`src/rtl/if_id_reg_if.sv`:
```
// IF/ID pipeline register bundle.
// Fetch-side inputs, hazard controls and decode-side outputs.
interface if_id_reg_if #(
  parameter int INSTR_W = 16,
  parameter int PC_W    = 16
);
  logic               stall;
  logic               flush;
  logic [INSTR_W-1:0] instr_in;
  logic [PC_W-1:0]    pc_plus2_in;
  logic               valid_in;
  logic [INSTR_W-1:0] instr_out;
  logic [PC_W-1:0]    pc_plus2_out;
  logic               valid_out;
  logic               halt_seen;

  modport master (
    output stall,
    output flush,
    output instr_in,
    output pc_plus2_in,
    output valid_in,
    input  instr_out,
    input  pc_plus2_out,
    input  valid_out,
    input  halt_seen
  );

  modport slave (
    input  stall,
    input  flush,
    input  instr_in,
    input  pc_plus2_in,
    input  valid_in,
    output instr_out,
    output pc_plus2_out,
    output valid_out,
    output halt_seen
  );
endinterface

```
`src/rtl/if_id_reg.sv`:
```
// IF/ID pipeline register with stall, flush and HALT tracking.
// Storage is one enabled D flip-flop cell per bit.
module if_id_dffe #(
  parameter logic RST_VAL = 1'b0
) (
  input  logic clk,
  input  logic i_rst,
  input  logic i_en,
  input  logic i_d,
  output logic o_q
);
  logic r_q;

  // Sync reset to the cell's own value, else load when enabled.
  always_ff @(posedge clk) begin
    if (i_rst)
      r_q <= RST_VAL;
    else if (i_en)
      r_q <= i_d;
  end

  assign o_q = r_q;
endmodule

module if_id_reg #(
  parameter int                 INSTR_W   = 16,
  parameter int                 PC_W      = 16,
  parameter logic [INSTR_W-1:0] NOP_INSTR = 16'h0800,
  parameter logic [4:0]         HALT_OP   = 5'b00000
) (
  input logic          clk,
  input logic          rst,
  if_id_reg_if.slave   bus
);
  typedef enum logic {
    RUN    = 1'b0,
    HALTED = 1'b1
  } halt_st_t;

  halt_st_t r_state;
  logic     r_halt;

  logic               w_load;
  logic               w_bubble;
  logic               w_en;
  logic               w_is_halt;
  logic [INSTR_W-1:0] w_d_instr;
  logic [PC_W-1:0]    w_d_pc;
  logic               w_d_valid;
  logic [INSTR_W-1:0] w_q_instr;
  logic [PC_W-1:0]    w_q_pc;
  logic               w_q_valid;

  // A load happens only when not flushing, halted or stalled.
  assign w_load = !bus.flush && !r_halt && !bus.stall;

  // Flushes and invalid fetch slots both become a NOP bubble.
  assign w_bubble = bus.flush || !bus.valid_in;

  assign w_en = bus.flush || w_load;

  assign w_is_halt = bus.valid_in &&
    (bus.instr_in[INSTR_W-1 -: 5] == HALT_OP);

  // Next-value mux shared by all data cells.
  always_comb begin
    w_d_instr = bus.instr_in;
    w_d_pc    = bus.pc_plus2_in;
    w_d_valid = bus.valid_in && !bus.flush;
    if (w_bubble) begin
      w_d_instr = NOP_INSTR;
      w_d_pc    = '0;
    end
  end

  for (genvar gi = 0; gi < INSTR_W; gi++) begin : g_instr
    if_id_dffe #(
      .RST_VAL (NOP_INSTR[gi])
    ) u_cell (
      .clk   (clk),
      .i_rst (rst),
      .i_en  (w_en),
      .i_d   (w_d_instr[gi]),
      .o_q   (w_q_instr[gi])
    );
  end

  for (genvar gp = 0; gp < PC_W; gp++) begin : g_pc
    if_id_dffe #(
      .RST_VAL (1'b0)
    ) u_cell (
      .clk   (clk),
      .i_rst (rst),
      .i_en  (w_en),
      .i_d   (w_d_pc[gp]),
      .o_q   (w_q_pc[gp])
    );
  end

  if_id_dffe #(
    .RST_VAL (1'b0)
  ) u_valid (
    .clk   (clk),
    .i_rst (rst),
    .i_en  (w_en),
    .i_d   (w_d_valid),
    .o_q   (w_q_valid)
  );

  // HALT tracker: set with the HALT word, cleared by rst or flush.
  always_ff @(posedge clk) begin
    if (rst) begin
      r_state <= RUN;
      r_halt  <= 1'b0;
    end else begin
      unique case (1'b1)
        bus.flush: begin
          r_state <= RUN;
          r_halt  <= 1'b0;
        end
        (r_state == RUN) && w_load && w_is_halt: begin
          r_state <= HALTED;
          r_halt  <= 1'b1;
        end
        default: begin
          r_state <= r_state;
          r_halt  <= r_halt;
        end
      endcase
    end
  end

  assign bus.instr_out    = w_q_instr;
  assign bus.pc_plus2_out = w_q_pc;
  assign bus.valid_out    = w_q_valid;
  assign bus.halt_seen    = r_halt;
endmodule

```
`src/flat_wrapper.sv`:
```
// flat-port wrapper written by rule: the top's interface ports become plain ports
module if_id_reg_flat 
#(
  parameter int                 INSTR_W   = 16,
  parameter int                 PC_W      = 16,
  parameter logic [INSTR_W-1:0] NOP_INSTR = 16'h0800,
  parameter logic [4:0]         HALT_OP   = 5'b00000
)
  (clk, rst, bus_stall, bus_flush, bus_instr_in, bus_pc_plus2_in, bus_valid_in, bus_instr_out, bus_pc_plus2_out, bus_valid_out, bus_halt_seen);
  if_id_reg_if #(.INSTR_W(INSTR_W), .PC_W(PC_W)) bus_i ();
  input logic clk;
  input logic rst;
  input wire logic [$bits(bus_i.stall)-1:0] bus_stall;
  input wire logic [$bits(bus_i.flush)-1:0] bus_flush;
  input wire logic [$bits(bus_i.instr_in)-1:0] bus_instr_in;
  input wire logic [$bits(bus_i.pc_plus2_in)-1:0] bus_pc_plus2_in;
  input wire logic [$bits(bus_i.valid_in)-1:0] bus_valid_in;
  output wire logic [$bits(bus_i.instr_out)-1:0] bus_instr_out;
  output wire logic [$bits(bus_i.pc_plus2_out)-1:0] bus_pc_plus2_out;
  output wire logic [$bits(bus_i.valid_out)-1:0] bus_valid_out;
  output wire logic [$bits(bus_i.halt_seen)-1:0] bus_halt_seen;
  assign bus_i.stall = bus_stall;
  assign bus_i.flush = bus_flush;
  assign bus_i.instr_in = bus_instr_in;
  assign bus_i.pc_plus2_in = bus_pc_plus2_in;
  assign bus_i.valid_in = bus_valid_in;
  assign bus_instr_out = bus_i.instr_out;
  assign bus_pc_plus2_out = bus_i.pc_plus2_out;
  assign bus_valid_out = bus_i.valid_out;
  assign bus_halt_seen = bus_i.halt_seen;
  if_id_reg #(.INSTR_W(INSTR_W), .PC_W(PC_W), .NOP_INSTR(NOP_INSTR), .HALT_OP(HALT_OP)) u_core (.clk(clk), .rst(rst), .bus(bus_i));
endmodule
```
`config.mk`:
```
export PLATFORM = sky130hd
export DESIGN_NAME = if_id_reg_flat
export DESIGN_NICKNAME = d
export VERILOG_FILES = /design/src/rtl/if_id_reg_if.sv /design/src/rtl/if_id_reg.sv /design/src/flat_wrapper.sv
export SDC_FILE = /design/constraint.sdc
export NUM_CORES = 1
export LEC_CHECK = 0
export ABC_AREA = 0
export CAP_MARGIN = 10
export CORE_MARGIN = 2
export CORE_UTILIZATION = 25
export DETAILED_ROUTE_END_ITERATION = 10
export SLEW_MARGIN = 20
export SYNTH_ARGS = -nofsm -noshare
export SYNTH_HDL_FRONTEND = slang
export SYNTH_SLANG_ARGS = --single-unit
```
`constraint.sdc`:
```
create_clock -name clk -period 1.5 [get_ports clk]
set_input_delay 0.45 -clock clk [delete_from_list [all_inputs] [get_ports clk]]
set_output_delay 0.45 -clock clk [all_outputs]
set_load 0.05 [all_outputs]
```
### After elaboration in Yosys (flattened, before gate mapping)

Index checks and enable logic that the tools add are counted.
W data, S select, Z words.

* add/subtract/negate cells: 0
* $mul: 0
* divide/modulo/power cells: 0
* order comparisons: 0
* eq/ne operators: 0
* shift-type cells: 0
* muxes and demuxes: 3
* bitwise operators: 1
* reduce and logical (&&, ||, !) cells: 14

Operators with widths (count)
* $mux W16: 2
* $logic_and A1 B1 Y1: 6
* $logic_not A5 Y1: 1
* $logic_not A1 Y1: 4
* $logic_or A1 B1 Y1: 2
* $pmux W1 S2: 1
* $reduce_bool A2 Y1: 1
* $not A1 Y1: 1

* register bits after elaboration: 34
* bits in latches: 0
* bits in writable memories: 0
* ROM bits: 0
* bits of input ports: 37
* output and inout bits: 34
* word-level logic and storage cells: 52
* memories kept: 0

### Logic depth before layout (Yosys ltp)

* depth in word-level cells: 6
* mapped depth: 5

### Modules after synthesis

Synthesis repeated with hierarchy kept, for this count alone.

* cell total of the unflattened synthesis: 141
* area total of the unflattened synthesis: 1417.6 sq um

Modules (own cells, without submodules)
* if_id_dffe at u_core.g_instr[0].u_cell ...: instances 32, cells an instance 3, area each 33.8 sq um, sequential area each 20.0 sq um
* if_id_reg: instances 1, cells an instance 42, area each 301.5 sq um, sequential area each 20.0 sq um
* if_id_dffe at u_core.g_instr[11].u_cell: instances 1, cells an instance 3, area each 35.0 sq um, sequential area each 20.0 sq um

### Worst setup path after synthesis

Ideal clock, no wire load.

* path kind: register -> register
* start: register u_core.r_halt, in the netlist u_core.bus.halt_seen
* end: register u_core.g_instr[7].u_cell.r_q
* setup time: 0.065 ns
* arrival: 1.396 ns
* data required time: 1.435 ns
* path slack: 0.038 ns
* cell stages (with the launch flop): 6
* period minus slack after synthesis: 1.462 ns
* cells stage by stage: dfxtp_1 o21ba_2 clkbuf_2 clkbuf_8 a22oi_1 nor2_1

* cells in the longest elaborated chain, start to end: 4

RTL lines
* from (decl): line if_id_reg.sv:41 `logic r_halt;`
* from (signal assigned): line if_id_reg.sv:127 `r_halt <= r_halt;`
* $logic_not A1 Y1: line if_id_reg.sv:55 `assign w_load = !bus.flush && !r_halt && !bus.stall;`
* $logic_and A1 B1 Y1 (2 in a row): line if_id_reg.sv:55
* $logic_or A1 B1 Y1: line if_id_reg.sv:60 `assign w_en = bus.flush || w_load;`
* to (signal assigned): line if_id_reg.sv:19 `r_q <= i_d;`
* to (decl): line if_id_reg.sv:12 `logic r_q;`

No other way between the ends.
A chain may end at the register's enable or synchronous reset.

### Final worst setup path

* start: input port bus_instr_in[14]
* end: register u_core.r_halt, in the netlist u_core.bus.halt_seen

* cells in the longest elaborated chain, start to end: 4
* elaborated cells on any way between the ends: 5
* those cells by class: mux (1); reduce/logical (4)

RTL lines
* from (decl): line flat_wrapper.sv:15 `input wire logic [$bits(bus_i.instr_in)-1:0] bus_instr_in;`
* $logic_not A5 Y1 (*): line if_id_reg.sv:63 `(bus.instr_in[INSTR_W-1 -: 5] == HALT_OP);`
* $logic_and A1 B1 Y1 (*): line if_id_reg.sv:62 `assign w_is_halt = bus.valid_in &&`
* $logic_and A1 B1 Y1 (*): line if_id_reg.sv:121 `(r_state == RUN) && w_load && w_is_halt: begin`
* $pmux W1 S2 / $reduce_bool A2 Y1 (equally long branches)

Mark *: on every way between the ends. The rest lies on a longest branch, timed or not.

==> results.txt <==
The flow ran to the end, but the final reports show violations. The final reports fail on design-rule violations. For this block, wires on met1 add up to 1610 um.

Across all layers, the routed design uses 1148 vias. The clock reaches the later pin of the worst-skew pair after 0.28 ns. The number of maximum-capacitance violations came out at 0. The post-synth net total is 187. The number of rows in the core area is 29. The synthesized design contains 34 register bits. The setup-violating endpoint count in the final report is 0. After layout, the worst setup slack is 0.0810 ns. The data required time at the worst endpoint came out at 1.70 ns.

The endpoint identified for the worst register-to-register timing path is u_core.g_pc[1].u_cell.o_q. The total power draw is 2.34 mW. The remaining antenna violation count after routing is 0. The number of cells produced by synthesis is 150. The H-tree was split into 2 levels. The proportion of layout cells with a drive suffix above 1 came out at 0.593. The transition time at the pin with the least slew margin came out at 0.329 ns. The count of cells along the worst register-to-register path is 5. The number of detailed-routing iterations run before antenna repair came out at 10. The clock transition at the registers of the reported paths came out at 0.07 ns. The number of antenna violations at the first check in global routing is 0.

The number of remaining DRC errors came out at 7. The core footprint is 6420 um2. The portion of the clock cycle consumed by the worst path in the final layout came out at 0.946. The highest achievable clock rate is 0.705 GHz. For this run the aggregate overflow at the end of global routing stands at 0.

The path class of the tightest hold or removal check is input pin to flip-flop. Yosys printed 0 warnings. The critical path goes through clkdlybuf4s50_1 -> or4_1 -> o31ai_1.

Summed over all cells, the static leakage comes to 0.993 nW. The buffer depth of the longest clock path is 2. The worst setup path is captured at a flip-flop.

Across all hold checks on the routed design, the worst slack comes to 0.513 ns. The signed area change from the synthesized netlist to the final layout is 66.4%. The peak supply drop is 572 uV. After detailed routing, the met3 layer carries 354 um of wire. In the global route stage, overall resource usage came out at 0.0999. The share of the yosys chip area belonging to registers came out at 0.407. The critical path in this run is classified as input pin to flip-flop. The share of synthesized area in the top cell type comes to 0.407. The number of different library cells in the post-synthesis netlist is 20. The leading area contributor after synthesis is sky130_fd_sc_hd__dfxtp_1.

Setup repair after global routing left no endpoint under its margin. The synthesized netlist occupies a cell area of 1670 um2. The first routing iteration left 35 violations. The worst path arrival time came out at 1.61 ns. For hold timing, the worst endpoint is u_core.bus.halt_seen. Routability-driven placement finished with a final weighted congestion of 0.646.

The worst-case register-to-register setup slack came out at 0.15 ns. The number of global-route vias before repair is 1169. The final sum of negative setup slack came out at 0 ns. The final-stage net count is 235.

The detail-routed via count per cell came out at 4.16. The vertical die dimension came out at 85.7 um. The CTS tree is built. The maximum number of pins on one net before global-route repair came out at 19.

The hold violation total from the final report came out at 0. The startpoint identified for the worst hold timing path is rst. The master of the slowest instance on the critical path is sky130_fd_sc_hd__or4_1. The count of port buffers added during placement came out at 70. The worst setup path is launched from an input pin. The total instance count after detailed placement is 266. In this run the critical register-to-register path is launched from u_core.bus.halt_seen. The HPWL after detailed placement is 2720 um. The first global-routing pass estimated 5800 um of wire. The floorplan step defined a die boundary enclosing 7350 um2. The clock period could shrink to 1.42 ns.

The average instance area after synthesis is 11.1 um2. Tracing the worst setup path back leads to its startpoint at bus_instr_in[14]. The floorplan die width came out at 85.7 um. Once layout is complete, the cells apart from fillers number 276. The uppermost signal routing layer after detailed routing is met3. The master cell of the clock root buffer is sky130_fd_sc_hd__clkbuf_8. The delay of the slowest cell on the worst path came out at 0.54 ns. The critical-path maximum fanout came out at 2. Clock tree synthesis inserted a total of 5 buffers.

The final max-slew violation count is 0. Pin placement for this block handled 71 I/O pins. The post-placement worst setup slack is -0.349 ns.

The final antenna diode count came out at 0. The setup skew after layout is 0.00521 ns. The worst pin sits at a relative slew slack of 0.780. The amount of wire on met2 after detailed routing came out at 1730 um. Ranked by total cell area, the synthesized netlist is headed by sky130_fd_sc_hd__dfxtp_1 41%, sky130_fd_sc_hd__a22oi_2 22%, sky130_fd_sc_hd__buf_4 14%, sky130_fd_sc_hd__nor2_2 11%, sky130_fd_sc_hd__clkbuf_8 2.5%. The post-detailed-routing wire length came out at 3700 um. The routed length per placed instance is 13.4 um.

The power density relative to cell area came out at 843 nW/um2. The number of clock sinks is 34. The count of cells along the worst hold path is 3. The initial standard-cell utilization of the core is 0.260.
==> repair_timing <==
| action | 4_1_cts | 5_1_grt |
|---|---|---|
| endpoints found under the setup margin | 26 | 33 |
| pin swaps | 0 | 4 |
| hold buffers | 0 | 0 |
| gates cloned | 0 | 2 |
| setup buffers | 0 | 0 |
| gates resized for setup | 0 | 6 |
==> flip-flops by register name (all words and copies together), names as in the netlist <==
register	count
u_core.g_instr.u_cell.o_q	16
u_core.g_pc.u_cell.o_q	16
u_core.u_valid.o_q	1
u_core.bus.halt_seen	1
==> cells by family (layout without fill, tap and decap cells) <==
group | Yosys count | count (layout) | share of synthesized area
buffers and inverters | 43 | 92 | 0.201
AND/OR/NAND/NOR | 38 | 38 | 0.148
AO/OA/AOI/OAI | 35 | 35 | 0.244
flip-flops | 34 | 34 | 0.407
==> cell usage in the layout, fill, tap and decap left out, types with 2 or more instances in the layout <==
cell                              synthesis  layout
sky130_fd_sc_hd__buf_4                   32       7
sky130_fd_sc_hd__buf_12                   0      37
sky130_fd_sc_hd__clkdlybuf4s50_1          0      32
sky130_fd_sc_hd__dlymetal6s2s_1           0       3
sky130_fd_sc_hd__nor2_2                  29      29
sky130_fd_sc_hd__a22oi_2                 29      29
sky130_fd_sc_hd__dfxtp_1                 34      34
sky130_fd_sc_hd__bufinv_16                0       2
sky130_fd_sc_hd__nor2_1                   4       4
sky130_fd_sc_hd__buf_6                    3       2
sky130_fd_sc_hd__clkbuf_8                 3       5
sky130_fd_sc_hd__a22oi_1                  2       2
==> power breakdown <==
part           internal, mW  switching [mW]
Clock                 0.666           0.338
Sequential            0.921          0.0224
Combinational         0.221           0.176
==> layer usage <==
metal  GRT usage  vias up
li1            -      576
met2       0.158       49
met1       0.125      523
met3      0.0433        0
met4      0.0260        0
met5           0        -
==> Yosys cell counts, drive strengths merged <==
cell and number:
nor2 33, buf 36, nor4b 1, a21oi 1
dfxtp 34, a21o 1, o31ai 1, clkbuf 7
or4 1, o21ba 1, a22oi 31, nand2b 2
nand2 1
==> how the worst max path moves through the flow <==
stage                                               to  slack (ns)
after detailed placement  u_core.g_instr[6].u_cell.o_q       -0.35
after CTS                 u_core.g_instr[6].u_cell.o_q       -0.05
after global placement    u_core.g_instr[6].u_cell.o_q       -0.33
after global routing              u_core.bus.halt_seen        0.04
after floorplan           u_core.g_instr[7].u_cell.o_q        0.04
final                             u_core.bus.halt_seen        0.08
==> area by class of cell <==
type | count | area, um2
sequential | 34 | 681
timing repair buffer | 84 | 1210
multi-input combinational | 73 | 654
tap | 77 | 96.3
fill | 591 | 3640
clock buffer | 5 | 68.8
clock inverter | 3 | 68.8
==> per-stage QoR <==
stage	utilization	cell area, um2
2_1_floorplan	-	1670
3_3_place_gp	0.404	2590
3_5_place_dp	0.404	2590
4_1_cts	0.425	2730
5_1_grt	0.433	2780
6_report	0.433	2780
==> worst max-delay path, delay by kind of cell <==
family                 cells  cell delay, ns
AO/OA/AOI/OAI              1            0.22
AND/OR/NAND/NOR            1            0.54
buffers and inverters      1            0.41
Power figures use the tool's default switching activity.
